`config.mk`:
```
export PLATFORM = sky130hd
export DESIGN_NAME = mem_stage
export DESIGN_NICKNAME = d
export VERILOG_FILES = /design/src/rtl/riscv_pkg.sv /design/src/rtl/load_extend.sv /design/src/rtl/mem_stage.sv
export SDC_FILE = /design/constraint.sdc
export NUM_CORES = 1
export LEC_CHECK = 0
export ABC_AREA = 1
export CAP_MARGIN = 20
export CORE_MARGIN = 8
export CORE_UTILIZATION = 39
export DETAILED_ROUTE_END_ITERATION = 6
export PLACE_DENSITY = 0.82
export SLEW_MARGIN = 10
export SYNTH_ARGS = -nofsm -noshare
export SYNTH_HDL_FRONTEND = slang
export SYNTH_HIERARCHICAL = 1
export SYNTH_SLANG_ARGS = --single-unit
export TNS_END_PERCENT = 50
```
`constraint.sdc`:
```
create_clock -name clk -period 1.5 [get_ports clk]
set_clock_uncertainty 0.05 [all_clocks]
set_input_delay 0.15 -clock clk [delete_from_list [all_inputs] [get_ports clk]]
set_output_delay 0.15 -clock clk [all_outputs]
set_load 0.02 [all_outputs]
```
`src/rtl/riscv_pkg.sv`:
```
// Shared RV32 encodings for the memory stage: Funct3 access sizes, ResultSrc
// selects and the memory-access FSM state type.
package riscv_pkg;

  localparam int XLEN = 32;

  localparam logic [2:0] F3_B  = 3'b000;
  localparam logic [2:0] F3_H  = 3'b001;
  localparam logic [2:0] F3_W  = 3'b010;
  localparam logic [2:0] F3_BU = 3'b100;
  localparam logic [2:0] F3_HU = 3'b101;

  localparam logic [1:0] RS_ALU  = 2'b00;
  localparam logic [1:0] RS_LOAD = 2'b01;
  localparam logic [1:0] RS_PC4  = 2'b10;

  typedef enum logic {
    IDLE = 1'b0,
    WAIT = 1'b1
  } mem_state_t;

  // funct3[1:0] carries the access size for both loads and stores
  function automatic logic is_half(input logic [2:0] funct3);
    return funct3[1:0] == 2'b01;
  endfunction

  function automatic logic is_word(input logic [2:0] funct3);
    return funct3[1:0] == 2'b10;
  endfunction

endpackage

```
`src/rtl/load_extend.sv`:
```
// Load lane select and sign/zero extension. Address bits below the access
// size are ignored, so a misaligned half/word reads the aligned lane.
module load_extend
  import riscv_pkg::*;
(
  input  logic [31:0] rdata,
  input  logic [1:0]  addr,
  input  logic [2:0]  funct3,
  output logic [31:0] value
);

  logic [7:0]  byte_sel;
  logic [15:0] half_sel;

  always_comb begin
    case (addr)
      2'b00:   byte_sel = rdata[7:0];
      2'b01:   byte_sel = rdata[15:8];
      2'b10:   byte_sel = rdata[23:16];
      default: byte_sel = rdata[31:24];
    endcase
    half_sel = addr[1] ? rdata[31:16] : rdata[15:0];
  end

  always_comb begin
    case (funct3)
      F3_B:    value = {{24{byte_sel[7]}}, byte_sel};
      F3_H:    value = {{16{half_sel[15]}}, half_sel};
      F3_BU:   value = {24'h000000, byte_sel};
      F3_HU:   value = {16'h0000, half_sel};
      default: value = rdata;
    endcase
  end

endmodule

```
`src/rtl/mem_stage.sv`:
```
// RV32 memory stage: valid/ready data bus, store lane steering, load extension
// and MEM/WB register. Optional misalignment trap: MEM_STAGE_MISALIGN_CHK_EN.
//
// state | meaning
// IDLE  | request issued combinationally from M; stores retire on ready
// WAIT  | load accepted, waiting for DRspValid to retire
module mem_stage
  import riscv_pkg::*;
(
  input  logic        clk,
  input  logic        reset,
  input  logic        ValidM,
  input  logic [31:0] ALUResultM,
  input  logic [31:0] WriteDataM,
  input  logic [31:0] PCPlus4M,
  input  logic [4:0]  RdM,
  input  logic        RegWriteM,
  input  logic        MemWriteM,
  input  logic [1:0]  ResultSrcM,
  input  logic [2:0]  Funct3M,
  output logic        DReqValid,
  input  logic        DReqReady,
  output logic        DReqWe,
  output logic [31:0] DAddr,
  output logic [31:0] DWData,
  output logic [3:0]  DWStrb,
  input  logic        DRspValid,
  input  logic [31:0] DRData,
  output logic        StallM,
  output logic        ValidW,
  output logic        RegWriteW,
  output logic [31:0] ALUResultW,
  output logic [31:0] ReadDataW,
  output logic [31:0] PCPlus4W,
  output logic [4:0]  RdW,
`ifdef MEM_STAGE_MISALIGN_CHK_EN
  output logic        MisalignW,
`endif
  output logic [1:0]  ResultSrcW
);

  mem_state_t  state;
  logic        memop;
  logic        misal;
  logic        req;
  logic        store_done;
  logic        load_done;
  logic        retire;
  logic [31:0] load_value;
  logic [3:0]  strb;
  logic [31:0] wdata;

  always_comb begin
    memop = ValidM && (MemWriteM || (ResultSrcM == RS_LOAD));
`ifdef MEM_STAGE_MISALIGN_CHK_EN
    misal = memop && ((is_half(Funct3M) && ALUResultM[0]) ||
                      (is_word(Funct3M) && (ALUResultM[1:0] != 2'b00)));
`else
    misal = 1'b0;
`endif
    req        = memop && !misal && (state == IDLE);
    store_done = req && MemWriteM && DReqReady;
    load_done  = (state == WAIT) && DRspValid;
    retire     = ValidM && (!memop || misal || store_done || load_done);
  end

  always_comb begin
    if (is_word(Funct3M)) begin
      strb  = 4'b1111;
      wdata = WriteDataM;
    end else if (is_half(Funct3M)) begin
      strb  = 4'b0011 << {ALUResultM[1], 1'b0};
      wdata = {2{WriteDataM[15:0]}};
    end else begin
      strb  = 4'b0001 << ALUResultM[1:0];
      wdata = {4{WriteDataM[7:0]}};
    end
  end

  // Bus and stall outputs are gated by reset so they read 0 while it is held
  always_comb begin
    DReqValid = req && reset;
    DReqWe    = DReqValid && MemWriteM;
    DAddr     = {ALUResultM[31:2], 2'b00};
    DWData    = wdata;
    DWStrb    = DReqWe ? strb : 4'b0000;
    StallM    = reset && memop && !misal && !store_done && !load_done;
  end

  load_extend u_load_extend (
    .rdata  (DRData),
    .addr   (ALUResultM[1:0]),
    .funct3 (Funct3M),
    .value  (load_value)
  );

  always_ff @(posedge clk or negedge reset) begin
    if (!reset) begin
      state      <= IDLE;
      ValidW     <= 1'b0;
      RegWriteW  <= 1'b0;
      ALUResultW <= '0;
      ReadDataW  <= '0;
      PCPlus4W   <= '0;
      RdW        <= '0;
      ResultSrcW <= RS_ALU;
`ifdef MEM_STAGE_MISALIGN_CHK_EN
      MisalignW  <= 1'b0;
`endif
    end else begin
      case (state)
        IDLE: if (req && !MemWriteM && DReqReady) state <= WAIT;
        WAIT: if (DRspValid) state <= IDLE;
        default: state <= IDLE;
      endcase

      if (retire) begin
        ValidW     <= 1'b1;
        RegWriteW  <= RegWriteM && !misal;
        ALUResultW <= ALUResultM;
        ReadDataW  <= load_value;
        PCPlus4W   <= PCPlus4M;
        RdW        <= RdM;
        ResultSrcW <= ResultSrcM;
`ifdef MEM_STAGE_MISALIGN_CHK_EN
        MisalignW  <= misal;
`endif
      end else begin
        ValidW    <= 1'b0;
        RegWriteW <= 1'b0;
`ifdef MEM_STAGE_MISALIGN_CHK_EN
        MisalignW <= 1'b0;
`endif
      end
    end
  end

endmodule

```
==> results by group, run 1 <==
Synth
  – Post-synth top area cell: dfrtp_1
  – Most area-consuming cells after synthesis: dfrtp_1 (47%), nand2_1 (28%), buf_4 (6.6%), nand3_1 (3.3%), a21oi_1 (3.1%)
  – Flops & latches, synth: 106
  – Synth Area per Inst: 7.45 sq um
  – Warnings, synthesis: 6
  – Sequential share of the synthesized area: 0.469
  – Gate count of the mapped netlist: 759
  – Post-synth design cell area: 5650 sq um
  – Share of Yosys cell area claimed by the top area cell type: 0.469
  – Post-synth cell types: 25

Timing
  – Number of max-slew violations in the final report: 0
  – Setup TNS Final: -11,830 ps
  – Clock period minus final worst setup slack: 1670 ps
  – Total count of hold-check failures in the final report: 0
  – Post-route fraction of the period consumed by the critical path: 1.11
  – Remaining max-slew budget at the tightest pin: 0.557
  – Unrepaired setup endpoints after global routing: true
  – F_max: 0.598 GHz
  – Count of final setup violators: 110
  – Worst Tran Pin Value: 664 ps
  – Least setup slack across all paths after layout: -172 ps

CTS
  – H-tree lvl count: 3
  – Max clock buf depth: 2
  – Clock tree from TritonCTS: yes
  – Clock transition at the registers of the reported paths: 70 ps
  – Source-to-sink clock delay at the later pin of the worst-skew pair: 340 ps
  – Clock sink count: 106
  – CTS Root Buffer Type: clkbuf_16
  – Number of buffers added by the clock tree synthesis step: 9

Worst setup path
  – Critical Path End Type: primary output
  – Element type at the critical path start: flop
  – Type of the worst setup path: reg2out
  – Reg2Reg Depth: 12
  – Arrival time at the worst endpoint: 1470 ps
  – CP Max Fanout: 4
  – Critical path required time: 1300 ps

Die
  – Area enclosed by the die boundary: 18,600 sq um
  – Floorplan row count: 44
  – Die span in x: 136 microns
  – Vertical die dimension: 136 microns
  – I/O pin cnt: 321
  – Initial core utilization: 0.394
  – Core ar.: 14,400 sq um

Global route
  – First-pass GRT wire length: 31,200 microns
  – Initial antenna violation count: 0
  – Global-route usage over all layers: 0.214
  – Overall overflow remaining after global route: 0
  – Pin count of the biggest net entering global routing: 52
  – Number of global-route vias before repair: 5,936

Pwr
  – Cell leakage power: 0.00538 uW
  – Largest voltage drop on the vdd net: 0.000522 V
  – Total power density per cell area: 924 nW/um^2

Cells and area
  – Most frequent cells in the layout: nand2_1 (376), clkdlybuf4s50_1 (168), dlygate4sd2_1 (112)
  – Total inserted antenna cells: 0
  – Most frequent standard cell in the layout excluding fill and tap cells: nand2_1
  – Final-stage net count: 1,223
  – Post-synthesis to final-layout area growth: 71.2%
  – Layout cells sized above 1: 0.183

Drt
  – Number of vias per cell: 4.89
  – DR pass1 iterations: 5
  – Wire length per cell after detailed routing: 17.9 microns
  – Final wirelength: 22,700 microns
  – Detail Route Antenna Nets: 0
  – Detailed-route DRC error count: 0
  – Total number of vias: 6,196
  – Drt first-iter violations: 420

Worst hold path
  – Class of the most critical hold timing path: in2async

Run
  – Number of max-cap violations: 0

Placed design
  – Number of buffers added on ports: 318
  – Setup slack after placement: -698 ps
  – HPWL reported at the end of detailed placement: 16,400 microns
  – Final RePlAce weighted congestion: 0.970

Run status
  – Failing checks: negative setup slack
  – Status: finished, violations left
[final timing paths]
path | startpoint | endpoint | slack [ps]
worst min register to register | ALUResultW[5] | ALUResultW[5] | 420
worst min-delay path | reset | ALUResultW[10] | 40
max in group asynchronous | reset | ALUResultW[0] | 890
min in group clk | RdM[3] | RdW[3] | 290
worst max register to register | state | ALUResultW[22] | -170
worst max-delay path | state | DReqWe | -170
[timing repair]
item | in CTS | in global routing
endpoints found under the setup margin | 157 | 121
gates cloned | 2 | 10
pin swaps | 14 | 26
buffers inserted | 7 | 5
endpoints found under the hold margin | 4 | 0
hold buffers | 1 | 0
resized for setup | 237 | 88
[layer usage]
metal / share of wire / vias up / track usage / wire length (microns)
li1: - / 2956 / - / -
met1: 0.36 / 2892 / 0.231 / 8120
met2: 0.51 / 310 / 0.385 / 11600
met3: 0.11 / 38 / 0.0820 / 2590
met4: 0.018 / 0 / 0.0525 / 413
met5: 0 / - / 0 / 0
[synth_stat cells]
cell type,n
a21boi_2,1
a21oi_1,35
a21oi_2,3
a31oi_1,1
buf_1,1
buf_2,12
buf_4,50
buf_6,12
clkbuf_1,6
conb_1,1
dfrtp_1,106
inv_1,21
inv_2,7
nand2_1,419
nand2_2,1
nand3_1,37
nand3_2,11
nand3_4,1
nand3b_4,1
nand4_1,1
nor2_1,13
nor2_2,3
nor3_4,1
o21ai_0,13
o21ai_1,2
[sequential cells by signal, summed over array words and instances, names as in the netlist]
name	count
ALUResultW	32
PCPlus4W	32
ReadDataW	32
RdW	5
ResultSrcW	2
RegWriteW	1
ValidW	1
state	1
[metrics by stage]
step,hold WS [ps],std cells,total power (uW),utilization,area (sq um)
4_1_cts,62.9,1252,8760,0.636,9140
3_3_place_gp,73.6,1227,6710,0.618,8880
6_report,42.7,1266,8940,0.674,9680
3_5_place_dp,76.9,1227,6770,0.618,8880
5_1_grt,87.8,1266,9370,0.674,9680
2_1_floorplan,-196,760,5000,-,5660
[kinds of logic (layout without fill, tap and decap cells)]
group / count (synthesis) / count (layout) / share of synthesized area
AO/OA/AOI/OAI: 55 / 55 / 0.0520
AND/OR/NAND/NOR: 488 / 489 / 0.354
other: 1 / 2 / 0.000663
buffers and inverters: 109 / 430 / 0.124
flip-flops: 106 / 106 / 0.469
[worst max-delay path, stage by stage (launching register included)]
cell and delay [ps]:
dfrtp_1 390, inv_2 60, nand4_1 210, buf_4 220, inv_2 50, buf_4 100
buf_6 110
[where the power goes]
part           total [uW]  internal, uW  switching [uW]
sequential           3430          3240             192
combinational        3270          1420            1850
clock                2240          1140            1100
total                8940          5800            3140
[layout make-up]
cell class              count  area [sq um]
repair buffers            386          3810
clock inverters             6          51.3
fillers                  1143          4690
flip-flops and latches    106          2650
well taps                 184           230
multi-input cells         546          2590
repair inverters            1          7.51
inverters                  28           109
clock buffers               9           225
Note: power is estimated with default switching activity, not from simulation.
==> run 2: changes to the inputs <==
Settings changed: SETUP_SLACK_MARGIN from default to 0.1.
==> run 2 against run 1 <==
Against the previous run: the run still ends with negative setup slack left; sequential share of layout area is 0.76 points lower; combinational power is 4% higher; global-route usage is 0.78 points higher; critical path depth is 5 higher; cell area is 2.8% higher; via count is 0.74% higher; setup slack better by 67 ps; non-clock buffer count is 3 higher; register-to-register slack better by 70 ps; clock-buffer cell count stayed put; critical path type is now reg2reg; highest routed layer unchanged.
==> results by group, run 2 (synthesis gave the netlist of run 1 again) <==
Die
  – Initial core utilization: 0.394 (unchanged)
  – Vertical die dimension: 136 microns (unchanged)
  – I/O pin cnt: 321 (unchanged)
  – Die span in x: 136 microns (unchanged)
  – Floorplan row count: 44 (unchanged)
  – Area enclosed by the die boundary: 18,600 sq um (unchanged)
  – Core ar.: 14,400 sq um (unchanged)

Timing
  – Count of final setup violators: 88 (-20%)
  – Remaining max-slew budget at the tightest pin: 0.560 (+0.00280)
  – Total count of hold-check failures in the final report: 0 (unchanged)
  – Unrepaired setup endpoints after global routing: true
  – Least setup slack across all paths after layout: -105 ps (+66.9 ps)
  – Worst Tran Pin Value: 660 ps (-4.20 ps)
  – Post-route fraction of the period consumed by the critical path: 1.07 (-0.0446)
  – Setup TNS Final: -3820 ps (+8010 ps)
  – F_max: 0.623 GHz (+4.2%)
  – Clock period minus final worst setup slack: 1600 ps (-66.9 ps)
  – Number of max-slew violations in the final report: 0 (unchanged)
  – Worst hold slack across all endpoints: 40.9 ps (-1.80 ps)

CTS
  – Clock transition at the registers of the reported paths: 70 ps (about the same)
  – Number of buffers added by the clock tree synthesis step: 9 (unchanged)
  – Clock tree from TritonCTS: yes
  – Clock sink count: 106 (unchanged)
  – Source-to-sink clock delay at the later pin of the worst-skew pair: 340 ps (about the same)
  – Max clock buf depth: 2 (unchanged)
  – H-tree lvl count: 3 (unchanged)
  – CTS Root Buffer Type: clkbuf_16

Pwr
  – Final Power: 9070 uW (+1.5%)
  – Cell leakage power: 0.00543 uW (+0.93%)
  – Total power density per cell area: 912 nW/um^2 (-1.3%)
  – Largest voltage drop on the vdd net: 0.000594 V (+14%)

Worst hold path
  – Class of the most critical hold timing path: in2async

Worst setup path
  – Launching element of the worst setup path: state
  – Reg2Reg Capture Point: ResultSrcW[0]
  – Critical Path End Type: flop
  – Cell family with most CP delay: buffers and inverters
  – Slowest cell delay on critical path: 360 ps (-30 ps)
  – Reg2Reg Depth: 11 (-1)
  – Buffers plus inverters on the worst setup path: 6 (+1)
  – Setup slack of the worst register-to-register path: -100 ps (+70 ps)
  – Element type at the critical path start: flop
  – Type of the worst setup path: reg2reg
  – CP Max Fanout: 8 (+4)
  – Critical path required time: 1730 ps (+430 ps)
  – Reg2reg start: state
  – Standard cell with the maximum stage delay on the critical path: dfrtp_1
  – Worst path cell trace: inv_2 > buf_6 > nand2_4 > nand2_4 > buf_6 > a21boi_4 > buf_12 > buf_8 > buf_8 > nand2_2 > nand2_2
  – Arrival time at the worst endpoint: 1840 ps (+370 ps)

Placed design
  – Number of buffers added on ports: 318 (unchanged)
  – HPWL reported at the end of detailed placement: 16,400 microns (unchanged)
  – Final RePlAce weighted congestion: 0.970 (unchanged)
  – Setup slack after placement: -698 ps (unchanged)
  – Post-placement cell area: 8880 sq um (unchanged)

Global route
  – Global-route usage over all layers: 0.222 (+0.00785)
  – First-pass GRT wire length: 32,200 microns (+3.2%)
  – Pin count of the biggest net entering global routing: 52 (unchanged)
  – Initial antenna violation count: 0 (unchanged)
  – Overall overflow remaining after global route: 0 (unchanged)
  – Number of global-route vias before repair: 6,085 (+2.5%)

Drt
  – Final wirelength: 23,400 microns (+3.1%)
  – DR WL met2: 12,200 microns (+5.8%)
  – Total number of vias: 6,242 (+0.74%)
  – Detail Route met3 WL: 2610 microns (+0.66%)
  – Drt first-iter violations: 427 (+1.7%)
  – Highest metal layer used by the detailed router: met4
  – Wl on met1: 8190 microns (+0.86%)
  – Number of vias per cell: 4.92 (+0.58%)
  – Detailed-route DRC error count: 0 (unchanged)
  – Wire length per cell after detailed routing: 18.4 microns (+2.9%)
  – DR pass1 iterations: 5 (unchanged)
  – Detail Route Antenna Nets: 0 (unchanged)

Cells and area
  – Final-stage net count: 1,225 (+0.16%)
  – Largest registers: ALUResultW x32, PCPlus4W x32, ReadDataW x32
  – Area of all placed cells without fillers: 9950 sq um (+2.8%)
  – Post-synthesis to final-layout area growth: 76.0%
  – Layout cells sized above 1: 0.244 (+0.0605)
  – Most frequent cells in the layout: nand2_1 (316), dlygate4sd2_1 (148), clkdlybuf4s50_1 (139)
  – Most frequent standard cell in the layout excluding fill and tap cells: nand2_1
  – Total inserted antenna cells: 0 (unchanged)

Run status
  – Failing checks: negative setup slack
  – Status: finished, violations left

Run
  – Number of max-cap violations: 0 (unchanged)
-- run 2: worst max path at each step --
stage / slack [ps] / end / cells past startpoint
global placement: -690 / DWData[15] / 7
global route: -190 / ALUResultW[29] / 11
detailed placement: -700 / DWData[26] / 7
finish: -100 / ResultSrcW[0] / 11
floorplan: 230 / DWData[10] / 6
CTS: -190 / DWStrb[2] / 5
-- run 2: area by class of cell --
type                       instances  area [sq um]
clock inverter                     6          51.3
sequential                       106          2650
fill                            1101          4420
timing repair buffer             389          3880
tap                              184           230
inverter                          28           119
timing repair inverter             1          7.51
multi-input combinational        545          2790
clock buffer                       9           225
-- run 2: per-layer routing --
| metal | vias up | GRT usage |
|---|---|---|
| li1 | 2960 | - |
| met1 | 2911 | 0.239 |
| met2 | 340 | 0.398 |
| met3 | 31 | 0.0857 |
| met4 | 0 | 0.0604 |
| met5 | - | 0 |
-- run 2: timing repair --
item | 4_1_cts | 5_1_grt
gates resized for setup | 320 | 139
gates cloned | 5 | 10
hold buffers | 1 | 0
setup endpoints to repair | 267 | 128
endpoints found under the hold margin | 4 | 0
setup buffers | 7 | 3
pin swaps | 33 | 76
-- run 2: stage by stage --
| stage | std cells | util |
|---|---|---|
| after floorplan | 760 | - |
| after global placement | 1227 | 0.618 |
| after detailed placement | 1227 | 0.618 |
| after CTS | 1255 | 0.647 |
| after global routing | 1268 | 0.693 |
| final | 1268 | 0.693 |
-- run 2: worst min-delay path, cell delays in order --
cell	delay (ps)
buf_4	130
buf_4	120
buf_4	520
-- run 2: where the power goes --
group	internal [uW]	switching (uW)	total, uW
Clock	1140	1090	2230
Sequential	3240	194	3440
Combinational	1470	1940	3410
Total	5850	3220	9070
